===== src/rtl/srio_type9_arb.sv =====
// srio_type9_arb
// Two-input packet arbiter for packed SRIO type 9 streams feeding one
// shared AXI-Stream egress.
//
// Packets are granted whole. An arbitration cycle sits between packets,
// and contention is resolved round-robin against the port that finished
// most recently. Packets longer than MAX_WORDS are cut: the word at the
// limit leaves with TLAST set and the rest of the packet is discarded.
//
// Ports
//   AXIS_ACLK, AXIS_ARESET   clock, synchronous active-high reset
//   S0_AXIS_*                requester 0 stream (TDATA 64, TUSER 32)
//   S1_AXIS_*                requester 1 stream (TDATA 64, TUSER 32)
//   M_AXIS_*                 registered egress stream
//   ctrl                     bit0/bit1 enable port 0/1, bit2 clears status
//   stat_pkt0, stat_pkt1     packets forwarded per port (wrapping)
//   stat_trunc               packets truncated (wrapping)
//   err_trunc                sticky truncation flag
module srio_type9_arb #(
  parameter int MAX_WORDS = 33
) (
  input  logic        AXIS_ACLK,
  input  logic        AXIS_ARESET,
  input  logic [63:0] S0_AXIS_TDATA,
  input  logic        S0_AXIS_TLAST,
  input  logic [31:0] S0_AXIS_TUSER,
  input  logic        S0_AXIS_TVALID,
  output logic        S0_AXIS_TREADY,
  input  logic [63:0] S1_AXIS_TDATA,
  input  logic        S1_AXIS_TLAST,
  input  logic [31:0] S1_AXIS_TUSER,
  input  logic        S1_AXIS_TVALID,
  output logic        S1_AXIS_TREADY,
  output logic [63:0] M_AXIS_TDATA,
  output logic        M_AXIS_TLAST,
  output logic [31:0] M_AXIS_TUSER,
  output logic        M_AXIS_TVALID,
  input  logic        M_AXIS_TREADY,
  input  logic [31:0] ctrl,
  output logic [15:0] stat_pkt0,
  output logic [15:0] stat_pkt1,
  output logic [15:0] stat_trunc,
  output logic        err_trunc
);

  typedef enum logic [2:0] {ARB, XFR0, XFR1, DRAIN0, DRAIN1} state_t;

  // Index of the last word a packet may contribute before being cut.
  localparam logic [7:0] LAST_IDX = 8'(MAX_WORDS - 1);

  state_t      state, state_nxt;
  logic        last_grant, last_grant_nxt;
  logic [7:0]  wcnt, wcnt_nxt;
  logic        out_rdy;
  logic        cand0, cand1;
  logic        sel1;
  logic        sel_valid, sel_last, sel_rdy, sel_fire;
  logic [63:0] sel_data;
  logic [31:0] sel_user;
  logic        at_max;
  logic        s0_rdy, s1_rdy;
  logic        load, inc_pkt, inc_trunc;
  logic        ctrl_unused;

  assign ctrl_unused = ^ctrl[31:3];

  assign out_rdy = !M_AXIS_TVALID | M_AXIS_TREADY;
  assign cand0   = S0_AXIS_TVALID & ctrl[0];
  assign cand1   = S1_AXIS_TVALID & ctrl[1];

  // Port 1 is the active source in XFR1/DRAIN1; everywhere else the mux
  // points at port 0, which is harmless because nothing fires in ARB.
  assign sel1      = (state == XFR1) || (state == DRAIN1);
  assign sel_valid = sel1 ? S1_AXIS_TVALID : S0_AXIS_TVALID;
  assign sel_last  = sel1 ? S1_AXIS_TLAST  : S0_AXIS_TLAST;
  assign sel_data  = sel1 ? S1_AXIS_TDATA  : S0_AXIS_TDATA;
  assign sel_user  = sel1 ? S1_AXIS_TUSER  : S0_AXIS_TUSER;
  assign at_max    = (wcnt == LAST_IDX);

  // Only the granted port ever sees TREADY. Draining ignores the egress
  // because discarded words never reach the output register.
  always_comb begin
    s0_rdy = 1'b0;
    s1_rdy = 1'b0;
    case (state)
      XFR0:    s0_rdy = out_rdy;
      XFR1:    s1_rdy = out_rdy;
      DRAIN0:  s0_rdy = 1'b1;
      DRAIN1:  s1_rdy = 1'b1;
      default: ;
    endcase
    if (AXIS_ARESET) begin
      s0_rdy = 1'b0;
      s1_rdy = 1'b0;
    end
  end

  assign S0_AXIS_TREADY = s0_rdy;
  assign S1_AXIS_TREADY = s1_rdy;
  assign sel_rdy        = sel1 ? s1_rdy : s0_rdy;
  assign sel_fire       = sel_valid & sel_rdy;

  // Next-state logic. A packet ends either on the source's TLAST or on the
  // word limit; the limit case also counts as a forwarded packet.
  always_comb begin
    state_nxt      = state;
    last_grant_nxt = last_grant;
    wcnt_nxt       = wcnt;
    load           = 1'b0;
    inc_pkt        = 1'b0;
    inc_trunc      = 1'b0;
    case (state)
      ARB: begin
        if (cand0 && cand1) begin
          state_nxt = last_grant ? XFR0 : XFR1;
        end else if (cand0) begin
          state_nxt = XFR0;
        end else if (cand1) begin
          state_nxt = XFR1;
        end
      end
      XFR0, XFR1: begin
        if (sel_fire) begin
          load = 1'b1;
          if (sel_last || at_max) begin
            wcnt_nxt       = 8'd0;
            last_grant_nxt = sel1;
            inc_pkt        = 1'b1;
            if (sel_last) begin
              state_nxt = ARB;
            end else begin
              inc_trunc = 1'b1;
              state_nxt = sel1 ? DRAIN1 : DRAIN0;
            end
          end else begin
            wcnt_nxt = wcnt + 8'd1;
          end
        end
      end
      DRAIN0, DRAIN1: begin
        if (sel_fire && sel_last) begin
          state_nxt = ARB;
        end
      end
      default: state_nxt = ARB;
    endcase
  end

  // Arbiter state. last_grant resets to 1 so port 0 wins the first tie.
  always_ff @(posedge AXIS_ACLK) begin
    if (AXIS_ARESET) begin
      state      <= ARB;
      last_grant <= 1'b1;
      wcnt       <= 8'd0;
    end else begin
      state      <= state_nxt;
      last_grant <= last_grant_nxt;
      wcnt       <= wcnt_nxt;
    end
  end

  // Egress register: a new word may replace the current one in the same
  // cycle it is consumed, so TVALID only falls when nothing is loaded.
  always_ff @(posedge AXIS_ACLK) begin
    if (AXIS_ARESET) begin
      M_AXIS_TVALID <= 1'b0;
      M_AXIS_TLAST  <= 1'b0;
      M_AXIS_TDATA  <= 64'd0;
      M_AXIS_TUSER  <= 32'd0;
    end else if (load) begin
      M_AXIS_TVALID <= 1'b1;
      M_AXIS_TLAST  <= sel_last | at_max;
      M_AXIS_TDATA  <= sel_data;
      M_AXIS_TUSER  <= sel_user;
    end else if (M_AXIS_TREADY) begin
      M_AXIS_TVALID <= 1'b0;
    end
  end

  // Status counters; the clear bit beats any increment in the same cycle.
  always_ff @(posedge AXIS_ACLK) begin
    if (AXIS_ARESET || ctrl[2]) begin
      stat_pkt0  <= 16'd0;
      stat_pkt1  <= 16'd0;
      stat_trunc <= 16'd0;
      err_trunc  <= 1'b0;
    end else begin
      if (inc_pkt && !sel1) begin
        stat_pkt0 <= stat_pkt0 + 16'd1;
      end
      if (inc_pkt && sel1) begin
        stat_pkt1 <= stat_pkt1 + 16'd1;
      end
      if (inc_trunc) begin
        stat_trunc <= stat_trunc + 16'd1;
        err_trunc  <= 1'b1;
      end
    end
  end

endmodule


===== config.mk =====
export PLATFORM = sky130hd
export DESIGN_NAME = srio_type9_arb
export DESIGN_NICKNAME = d
export VERILOG_FILES = /design/src/rtl/srio_type9_arb.sv
export SDC_FILE = /design/constraint.sdc
export NUM_CORES = 1
export LEC_CHECK = 0
export CORE_MARGIN = 8
export CORE_UTILIZATION = 40
export CTS_CLUSTER_DIAMETER = 60
export CTS_CLUSTER_SIZE = 25
export DETAILED_ROUTE_END_ITERATION = 7
export PLACE_DENSITY_LB_ADDON = 0.1
export SYNTH_ARGS = -nofsm -noshare
export SYNTH_HDL_FRONTEND = slang
export SYNTH_SLANG_ARGS = --single-unit
export TNS_END_PERCENT = 100

===== constraint.sdc =====
create_clock -name AXIS_ACLK -period 3.1 [get_ports AXIS_ACLK]
set_clock_uncertainty 0.2 [all_clocks]
set_input_delay 0.775 -clock AXIS_ACLK [delete_from_list [all_inputs] [get_ports AXIS_ACLK]]
set_output_delay 0.775 -clock AXIS_ACLK [all_outputs]
set_load 0.05 [all_outputs]

== Word level (Yosys, flattened, before mapping) ==
Index checks and enable logic that the tools add are counted.

* $add $sub $neg: 4
* Equality and inequality tests: 9
* Multiplexer cells: 31
* Bitwise logic cells: 5
* Reductions and logical operators: 16

{| class="wikitable"
|+ Operator list
! kind !! number
|-
| 64-bit two-way mux || 1
|-
| 16-bit by 1-bit adder with 16-bit output, second input constant || 3
|-
| 32-bit two-way mux || 1
|-
| 3-bit two-way mux || 8
|-
| 1-bit two-way mux || 16
|-
| 3-bit one-hot mux with 3 select lines || 1
|-
| 8-bit by 1-bit adder with 8-bit output, second input constant || 1
|-
| 8-bit by 6-bit equality test with 1-bit output, second input constant || 1
|-
| 8-bit two-way mux || 1
|-
| 3-bit by 2-bit equality test with 1-bit output, second input constant || 2
|-
| 2-bit inequality test, second input constant || 3
|-
| 1-bit logical AND || 4
|-
| 4-bit inequality test, second input constant || 1
|-
| 1-bit one-hot mux with 2 select lines || 2
|-
| 4-bit AND reduction || 1
|-
| 2-bit OR reduction || 2
|-
| 1-bit bitwise AND || 3
|-
| 3-bit by 1-bit equality test with 1-bit output, second input constant || 1
|-
| 3-bit equality test, second input constant || 1
|-
| 3-bit zero test || 1
|-
| 1-bit logical OR || 3
|-
| 3-bit AND reduction || 1
|-
| 1-bit zero test || 2
|-
| 2-bit two-way mux || 1
|-
| other kinds (3) || 4
|}

* Bits in registers: 159
* Bits of input ports: 231
* Output and inout port bits: 149
* Word-level logic and storage cells: 76

== Logic depth before layout (Yosys ltp) ==
Gate-level depths: netlist of the first run.

* Word-level depth: 9
* Gate-level depth with buffers: 11
* Depth with buffers taken out: 8

== Least setup slack after synthesis of the first run ==
OpenSTA, ideal clock, no wires.

* Kind: input -> register
* Start: input AXIS_ARESET
* End: register stat_trunc[14]
* Setup time: 0.070 ns
* Data arrival time: 2.602 ns
* Required time: 2.830 ns
* Slack: 0.228 ns
* Stages on the path: 7
* Path buffers: 1
* Cell sequence: clkbuf_1 > nor2_1 > nor4bb_1 > a21oi_1 > or4_1 > or3_1 > a21oi_1

* Longest elaborated chain between the ends: 5
* Elaborated cells between the ends (all ways): 7
* Classes of those cells: mux (5); bitwise (1); reduce/logical (1)

{| class="wikitable"
|+ RTL lines
! what !! RTL line !! source
|-
| from (decl) || 23 || <nowiki>input logic AXIS_ARESET,</nowiki>
|-
| 1-bit two-way mux || 92 || <nowiki>if (AXIS_ARESET) begin</nowiki>
|-
| 1-bit two-way mux || 100 || <nowiki>assign sel_rdy = sel1 ? s1_rdy : s0_rdy;</nowiki>
|-
| 1-bit bitwise AND || 101 || <nowiki>assign sel_fire = sel_valid & sel_rdy;</nowiki>
|-
| 1-bit two-way mux || 123 || <nowiki>if (sel_fire) begin</nowiki>
|-
| 1-bit two-way mux || 112 || <nowiki>case (state)</nowiki>
|-
| to (signal assigned) || 195 || <nowiki>stat_trunc <= stat_trunc + 16'd1;</nowiki>
|-
| to (decl) || 42 || <nowiki>output logic [15:0] stat_trunc,</nowiki>
|}

Parallel ways exist; a longest one is shown, timed or not.
A chain may end at the register's enable or synchronous reset.

== Final worst setup path of the first run ==
* Start: input M_AXIS_TREADY
* End: output S1_AXIS_TREADY

* Longest elaborated chain between the ends: 3

{| class="wikitable"
|+ RTL lines
! what !! RTL line !! source
|-
| from (decl) || 38 || <nowiki>input logic M_AXIS_TREADY,</nowiki>
|-
| 1-bit OR || 67 || <nowiki>assign out_rdy = !M_AXIS_TVALID | M_AXIS_TREADY;</nowiki>
|-
| 1-bit one-hot mux with 2 select lines || 85 || <nowiki>case (state)</nowiki>
|-
| 1-bit two-way mux || 92 ||
|-
| to (decl) || 33 || <nowiki>output logic S1_AXIS_TREADY,</nowiki>
|}

Every way passes these cells.

==> results of run 1 <==
-- critical path: stages --
cell	delay [ns]
clkdlybuf4s50_1	0.51
nor2b_1	0.08
o21ai_1	0.18
buf_4	0.15
and2_1	0.19
buf_12	0.15
-- layer usage --
metal  routed length, microns  track usage, %  vias up
li1                         -               -     3611
met1                     9680            24.1     3152
met2                    12100            35.3      229
met3                     2400            8.75       29
met4                      460            6.83        0
met5                        0               0        -
-- power by group --
part | internal (W) | switching (W)
Combinational | 0.000838 | 0.00104
Sequential | 0.00216 | 0.0000717
Clock | 0.00140 | 0.000854
Total | 0.00439 | 0.00196
-- cells in the final DEF (no fill, tap or decap), drive strengths merged, types with 2 or more instances in the layout --
master         netlist  final
dfxtp              159    159
nand4               14     14
nor4                12     12
clkinv               0      5
and4                 2      2
or2                  2      2
and3                 9      9
a21o                 2      2
o31ai               12     12
buf                 16     32
a211oi              97     97
nor2               142    142
nor4bb               2      2
clkinvlp             0      2
a21oi               28     28
or3                  9      9
o21ai               13     13
nand3               18     18
xnor2               20     20
ha                   5      5
xor2                 9      9
and2                 2      2
nand2b               4      4
clkbuf              49     20
bufinv               0      4
or4                 16     16
inv                  9     10
o21a                 2      2
nor3                 9      9
mux2i               98     98
o41ai                2      2
clkdlybuf4s50        0    347
nand2               33     33
-- worst max-delay path by stage --
stage / start / end / slack [ns] / cells past startpoint
after global routing: S0_AXIS_TVALID / stat_trunc[14]$_SDFFE_PP0P_ / -0.03 / 8
after floorplan: AXIS_ARESET / stat_trunc[14]$_SDFFE_PP0P_ / 0.23 / 7
after global placement: M_AXIS_TREADY / stat_pkt1[14]$_SDFFE_PP0P_ / -0.22 / 7
after detailed placement: M_AXIS_TREADY / stat_pkt1[6]$_SDFFE_PP0P_ / -0.27 / 7
final: M_AXIS_TREADY / S1_AXIS_TREADY / 0.09 / 6
after CTS: M_AXIS_TREADY / S1_AXIS_TREADY / 0.09 / 6
-- stage by stage --
stage,std cells,utilization [%],total power [W]
after floorplan,811,-,0.00346
after global placement,1354,61.8,0.00416
after detailed placement,1354,61.8,0.00416
after CTS,1386,65.4,0.00642
after global routing,1386,65.4,0.00663
final,1386,65.4,0.00636
-- cell type report --
| type | count | area [sq um] |
|---|---|---|
| Timing Repair Buffer | 379 | 3760 |
| Tap cell | 229 | 287 |
| Inverter | 9 | 33.8 |
| Fill cell | 1514 | 6200 |
| Sequential cell | 159 | 3180 |
| Multi-Input combinational cell | 578 | 3790 |
| Clock inverter | 12 | 184 |
| Clock buffer | 20 | 457 |
-- kinds of logic (layout without fill, tap and decap cells) --
logic type / count (synthesis) / in the layout / share of synthesized area [%]
muxes: 98 / 98 / 13.5
and+or+nand+nor: 280 / 280 / 18.3
DFF: 159 / 159 / 43.8
xor gates and xnor gates: 29 / 29 / 3.50
AOI/OAI and AO/OA: 166 / 166 / 15.9
buffers and inverters: 74 / 420 / 4.07
adders and majority gates: 5 / 5 / 0.861
-- flip-flops by register name (all words and copies together) (netlist names), 3 cells and up --
register	count
stat_trunc	16
M_AXIS_TDATA	64
wcnt	8
state	3
stat_pkt1	16
M_AXIS_TUSER	32
stat_pkt0	16
==> results.json, run 1 <==
{
  "hpwl_mm": 18.8,
  "synth_enable_flop_cells": 0,
  "cts_buffer_depth": 2,
  "post_cts_buffers": 0,
  "ys_ff_latch": 159,
  "cts_buffers": 17,
  "area_growth_pct": 61.1,
  "drive_gt1_share_pct": 5.96,
  "vias": 7021,
  "cts-resized-gates": 0,
  "grt_pass1_vias": 6925,
  "antenna_found_initial": 0,
  "crit_type": "in2out",
  "final_area_sq_mm": 0.0117,
  "reg2reg_slack_ns": 0.26,
  "relSlewSlack_pct": 50.3,
  "place_congestion": 0.830,
  "drt_iter0_drc": 275,
  "post-route-min-period_ns": 3.01,
  "setup_viol": 0,
  "drt-total-wl_mm": 24.6,
  "wire_per_inst_microns": 17.8,
  "root_buffer": "clkbuf_16",
  "synth_top_area_cell": "dfxtp_1",
  "min_from": "stat_pkt1[15]$_SDFFE_PP0P_",
  "synth_common_cells": "dfxtp_1 (159), nor2_1 (142), mux2i_1 (98)",
  "hold_ws_ns": 0.280,
  "n_antenna_cell": 0,
  "ctsHoldBuffers": 0,
  "hold_viol": 0,
  "cts.sinks": 159,
  "synth_top_area_share_pct": 43.8,
  "fin_crit_sh_pct": 97.0,
  "grt_max_degree": 106,
  "rsz0062_at_grt": "yes",
  "worstHoldPathType": "reg2reg",
  "grtUsageTotal_pct": 21.1,
  "cts.clk_slew.worst_paths_ns": 0.06,
  "synthesis.area_sq_mm": 0.00726,
  "drt_pass1_iterations": 4,
  "die_x_microns": 151,
  "ios": 380,
  "postLayoutSetupSlackWorst_ns": 0.0920,
  "r2r-start": "wcnt[0]$_SDFFE_PP0P_",
  "yosysMostFrequentCell": "dfxtp_1",
  "endpoint_kind": "primary output",
  "syn-num-nets": 1047,
  "r2r_cells": 8,
  "rr_endpoint": "stat_pkt1[7]$_SDFFE_PP0P_",
  "worstHoldPathCells": 2,
  "insertion_delay_ns": 0.41,
  "startpoint_type": "input pin",
  "design.core.area_sq_mm": 0.0179,
  "synthTopCellsByArea": "dfxtp_1 (44%), mux2i_1 (14%), a211oi_1 (10%)",
  "cts.htree.levels": 4,
  "drtAntennaViolNets": 0,
  "grt-ovfl-total": 0,
  "tightest_slew_ns": 0.745,
  "yosysWarnings": 0,
  "peakVddDrop_v": 0.000359,
  "dp_slack_ns": -0.267,
  "path_max_fanout": 3,
  "cap_violations": 0,
  "die_h_microns": 151,
  "io_buffers": 350,
  "grt_pass1_wl_mm": 37.7,
  "nets": 1380,
  "start_util_pct": 40.6,
  "placed_area_sq_mm": 0.0111,
  "setup_tns_ns": 0,
  "synth_seq_area_share_pct": 43.8,
  "status": "completed",
  "syn_inst": 811,
  "ys_types": 51,
  "cts_tree": "yes",
  "async_reset_ff_share_pct": 0,
  "drv_slew": 0,
  "via_per_inst": 5.07,
  "min_to": "stat_pkt1[15]$_SDFFE_PP0P_",
  "worstPathArrival_ns": 2.03,
  "drcViolationCount": 0,
  "die_area_sq_mm": 0.0227,
  "max_freq_mhz": 332,
  "synth_ff_type": "dfxtp_1",
  "rows": 49,
  "crit_required_ns": 2.12,
  "avgSynthCellArea_sq_um": 8.96,
  "power_leakage_nw": 4.42,
  "power.density_mw_per_mm2": 543
}
(Power assumes the default switching activity.)
==> inputs of run 2 (changes only) <==
--- a/config.mk
+++ b/config.mk
@@ -5,11 +5,11 @@
 export SDC_FILE = /design/constraint.sdc
 export NUM_CORES = 1
 export LEC_CHECK = 0
-export CORE_MARGIN = 8
-export CORE_UTILIZATION = 40
+export CORE_AREA = 2 2 146 148
 export CTS_CLUSTER_DIAMETER = 60
 export CTS_CLUSTER_SIZE = 25
 export DETAILED_ROUTE_END_ITERATION = 7
+export DIE_AREA = 0 0 148 150
 export PLACE_DENSITY_LB_ADDON = 0.1
 export SYNTH_ARGS = -nofsm -noshare
 export SYNTH_HDL_FRONTEND = slang
==> run 2 against run 1 <==
  * Fmax decreased by 0.30%
  * Utilization shrank 8.7 points
  * Final area is 0.20% higher
  * Clock power fell by 9.8%
  * Count of clock-buffer cells in the layout is 1 lower
  * Routed wire length down 8.1%
  * Worst hold slack better by 0.0010 ns
  * Via count shrank 0.46%
==> results.json, run 2 (same netlist as run 1, synthesis figures left out) <==
{
  "status": "completed",
  "ctsHoldBuffers": 0,
  "rows": 53,
  "cts.clk_slew.worst_paths_ns": 0.06,
  "largest-register": "M_AXIS_TDATA",
  "worstPathArrival_ns": 2.04,
  "biggestRegsByFlops": "M_AXIS_TDATA: 64 flops, M_AXIS_TUSER: 32 flops",
  "tightest_slew_ns": 0.789,
  "rsz0062_at_grt": "no",
  "power.density_mw_per_mm2": 524,
  "root_buffer": "clkbuf_16",
  "cts.sinks": 159,
  "die_area_sq_mm": 0.0222,
  "power_leakage_nw": 4.40,
  "cts.htree.levels": 4,
  "largest_register_ffs": 64,
  "area_growth_pct": 61.4,
  "relSlewSlack_pct": 47.4,
  "cts_buffer_depth": 2,
  "final_common_cell": "clkdlybuf4s50_1",
  "ios": 380,
  "cts-resized-gates": 0,
  "insertion_delay_ns": 0.42,
  "drt_pass1_iterations": 4,
  "drtAntennaViolNets": 0,
  "post-route-min-period_ns": 3.02,
  "fin_crit_sh_pct": 97.3,
  "peakVddDrop_v": 0.000387,
  "cts_tree": "yes",
  "design.core.area_sq_mm": 0.0207,
  "hpwl_mm": 16.9,
  "grt_max_degree": 97,
  "drt_iter0_drc": 234,
  "drive_gt1_share_pct": 6.21,
  "critPathSlowestCell": "clkdlybuf4s50_1",
  "power_w": 0.00614,
  "grt_pass1_vias": 6371,
  "endpoint_kind": "primary output",
  "drcViolationCount": 0,
  "n_antenna_cell": 0,
  "worst_path_largest_cell_delay_ns": 0.51,
  "crit_chain": "clkdlybuf4s50_1 > nor2b_1 > o21ai_1 > buf_4 > and2_1 > buf_12",
  "max_freq_mhz": 331,
  "drv_slew": 0,
  "setup_viol": 0,
  "mostFrequentLayoutCells": "clkdlybuf4s50_1 (347), dfxtp_1 (159), nor2_1 (142), mux2i_1 (98), a211oi_1 (97)",
  "path_max_fanout": 3,
  "critPathBufInv": 3,
  "cp_top_family": "buffers and inverters",
  "crit_type": "in2out",
  "hold_ws_ns": 0.281,
  "antenna_found_initial": 0,
  "nets": 1383,
  "wire_per_inst_microns": 15.8,
  "cts_buffers": 17,
  "start_util_pct": 35.1,
  "crit_required_ns": 2.12,
  "cap_violations": 0,
  "drt-total-wl_mm": 22.6,
  "grt-ovfl-total": 0,
  "num-fill-cells": 1892,
  "hold_viol": 0,
  "die_x_microns": 148,
  "grtUsageTotal_pct": 19.9,
  "post_cts_buffers": 0,
  "vias": 6989,
  "io_buffers": 350,
  "via_per_inst": 4.87,
  "worstHoldPathType": "reg2reg",
  "grt_pass1_wl_mm": 34.8,
  "die_h_microns": 150,
  "place_congestion": 0.802,
  "startpoint_type": "input pin"
}
[run 2: changes by cell type in the layout (fill, tap and decap cells not counted)]
cell	delta
bufinv_16	-3
clkinv_4	-2
buf_12	+1
clkinvlp_4	+2
inv_6	+3
clkbuf_8	-1
inv_8	+1
buf_4	+2
[run 2: area by class of cell]
| cell class | count | area [sq um] | area share [%] |
|---|---|---|---|
| clock buffer | 19 | 443 | 3.78 |
| clock inverter | 13 | 129 | 1.10 |
| inverter | 9 | 33.8 | 0.288 |
| tap | 275 | 344 | 2.93 |
| multi-input combinational | 578 | 3790 | 32.4 |
| sequential | 159 | 3180 | 27.1 |
| timing repair buffer | 382 | 3800 | 32.4 |
[run 2: report_power, final]
group	internal, W	total [W]	switching, W
clock network	0.00114	0.00203	0.000891
logic	0.000839	0.00188	0.00104
registers	0.00216	0.00223	0.0000689
total	0.00414	0.00614	0.00200
[run 2: stage by stage]
step,worst slack [ns],instances,area (sq um),setup TNS (ns),util [%]
after detailed placement,-0.283,1403,11200,-9.19,53.9
after CTS,0.0681,1435,11700,0,56.7
after floorplan,0.228,811,7260,0,-
after global routing,0.0222,1435,11700,0,56.7
after global placement,-0.237,1403,11200,-4.83,53.9
final,0.0828,1435,11700,0,56.7
[run 2: layer usage]
layer	up-vias	share of wire, %	track usage [%]
li1	3630	-	-
met1	3141	42	24.2
met2	200	50	33.7
met3	18	6.9	6.74
met4	0	0.94	4.90
met5	-	0	0
[run 2: worst register-to-register path: cells and delay by family (launching register included)]
family | cells | cell delay (ns)
AND/OR/NAND/NOR | 4 | 1.58
AO/OA/AOI/OAI | 2 | 0.35
flip-flops | 1 | 0.34
adder cells (fa/ha/maj) | 1 | 0.15
buffers and inverters | 1 | 0.10
[run 2: final timing paths]
path	startpoint	end	slack (ns)	depth (start not counted)
worst min-delay path	err_trunc$_SDFFE_PP0P_	err_trunc$_SDFFE_PP0P_	0.28	2
worst max-delay path	M_AXIS_TREADY	S1_AXIS_TREADY	0.08	6
worst max register to register	wcnt[0]$_SDFFE_PP0P_	stat_pkt1[8]$_SDFFE_PP0P_	0.32	8
worst min register to register	err_trunc$_SDFFE_PP0P_	err_trunc$_SDFFE_PP0P_	0.28	2
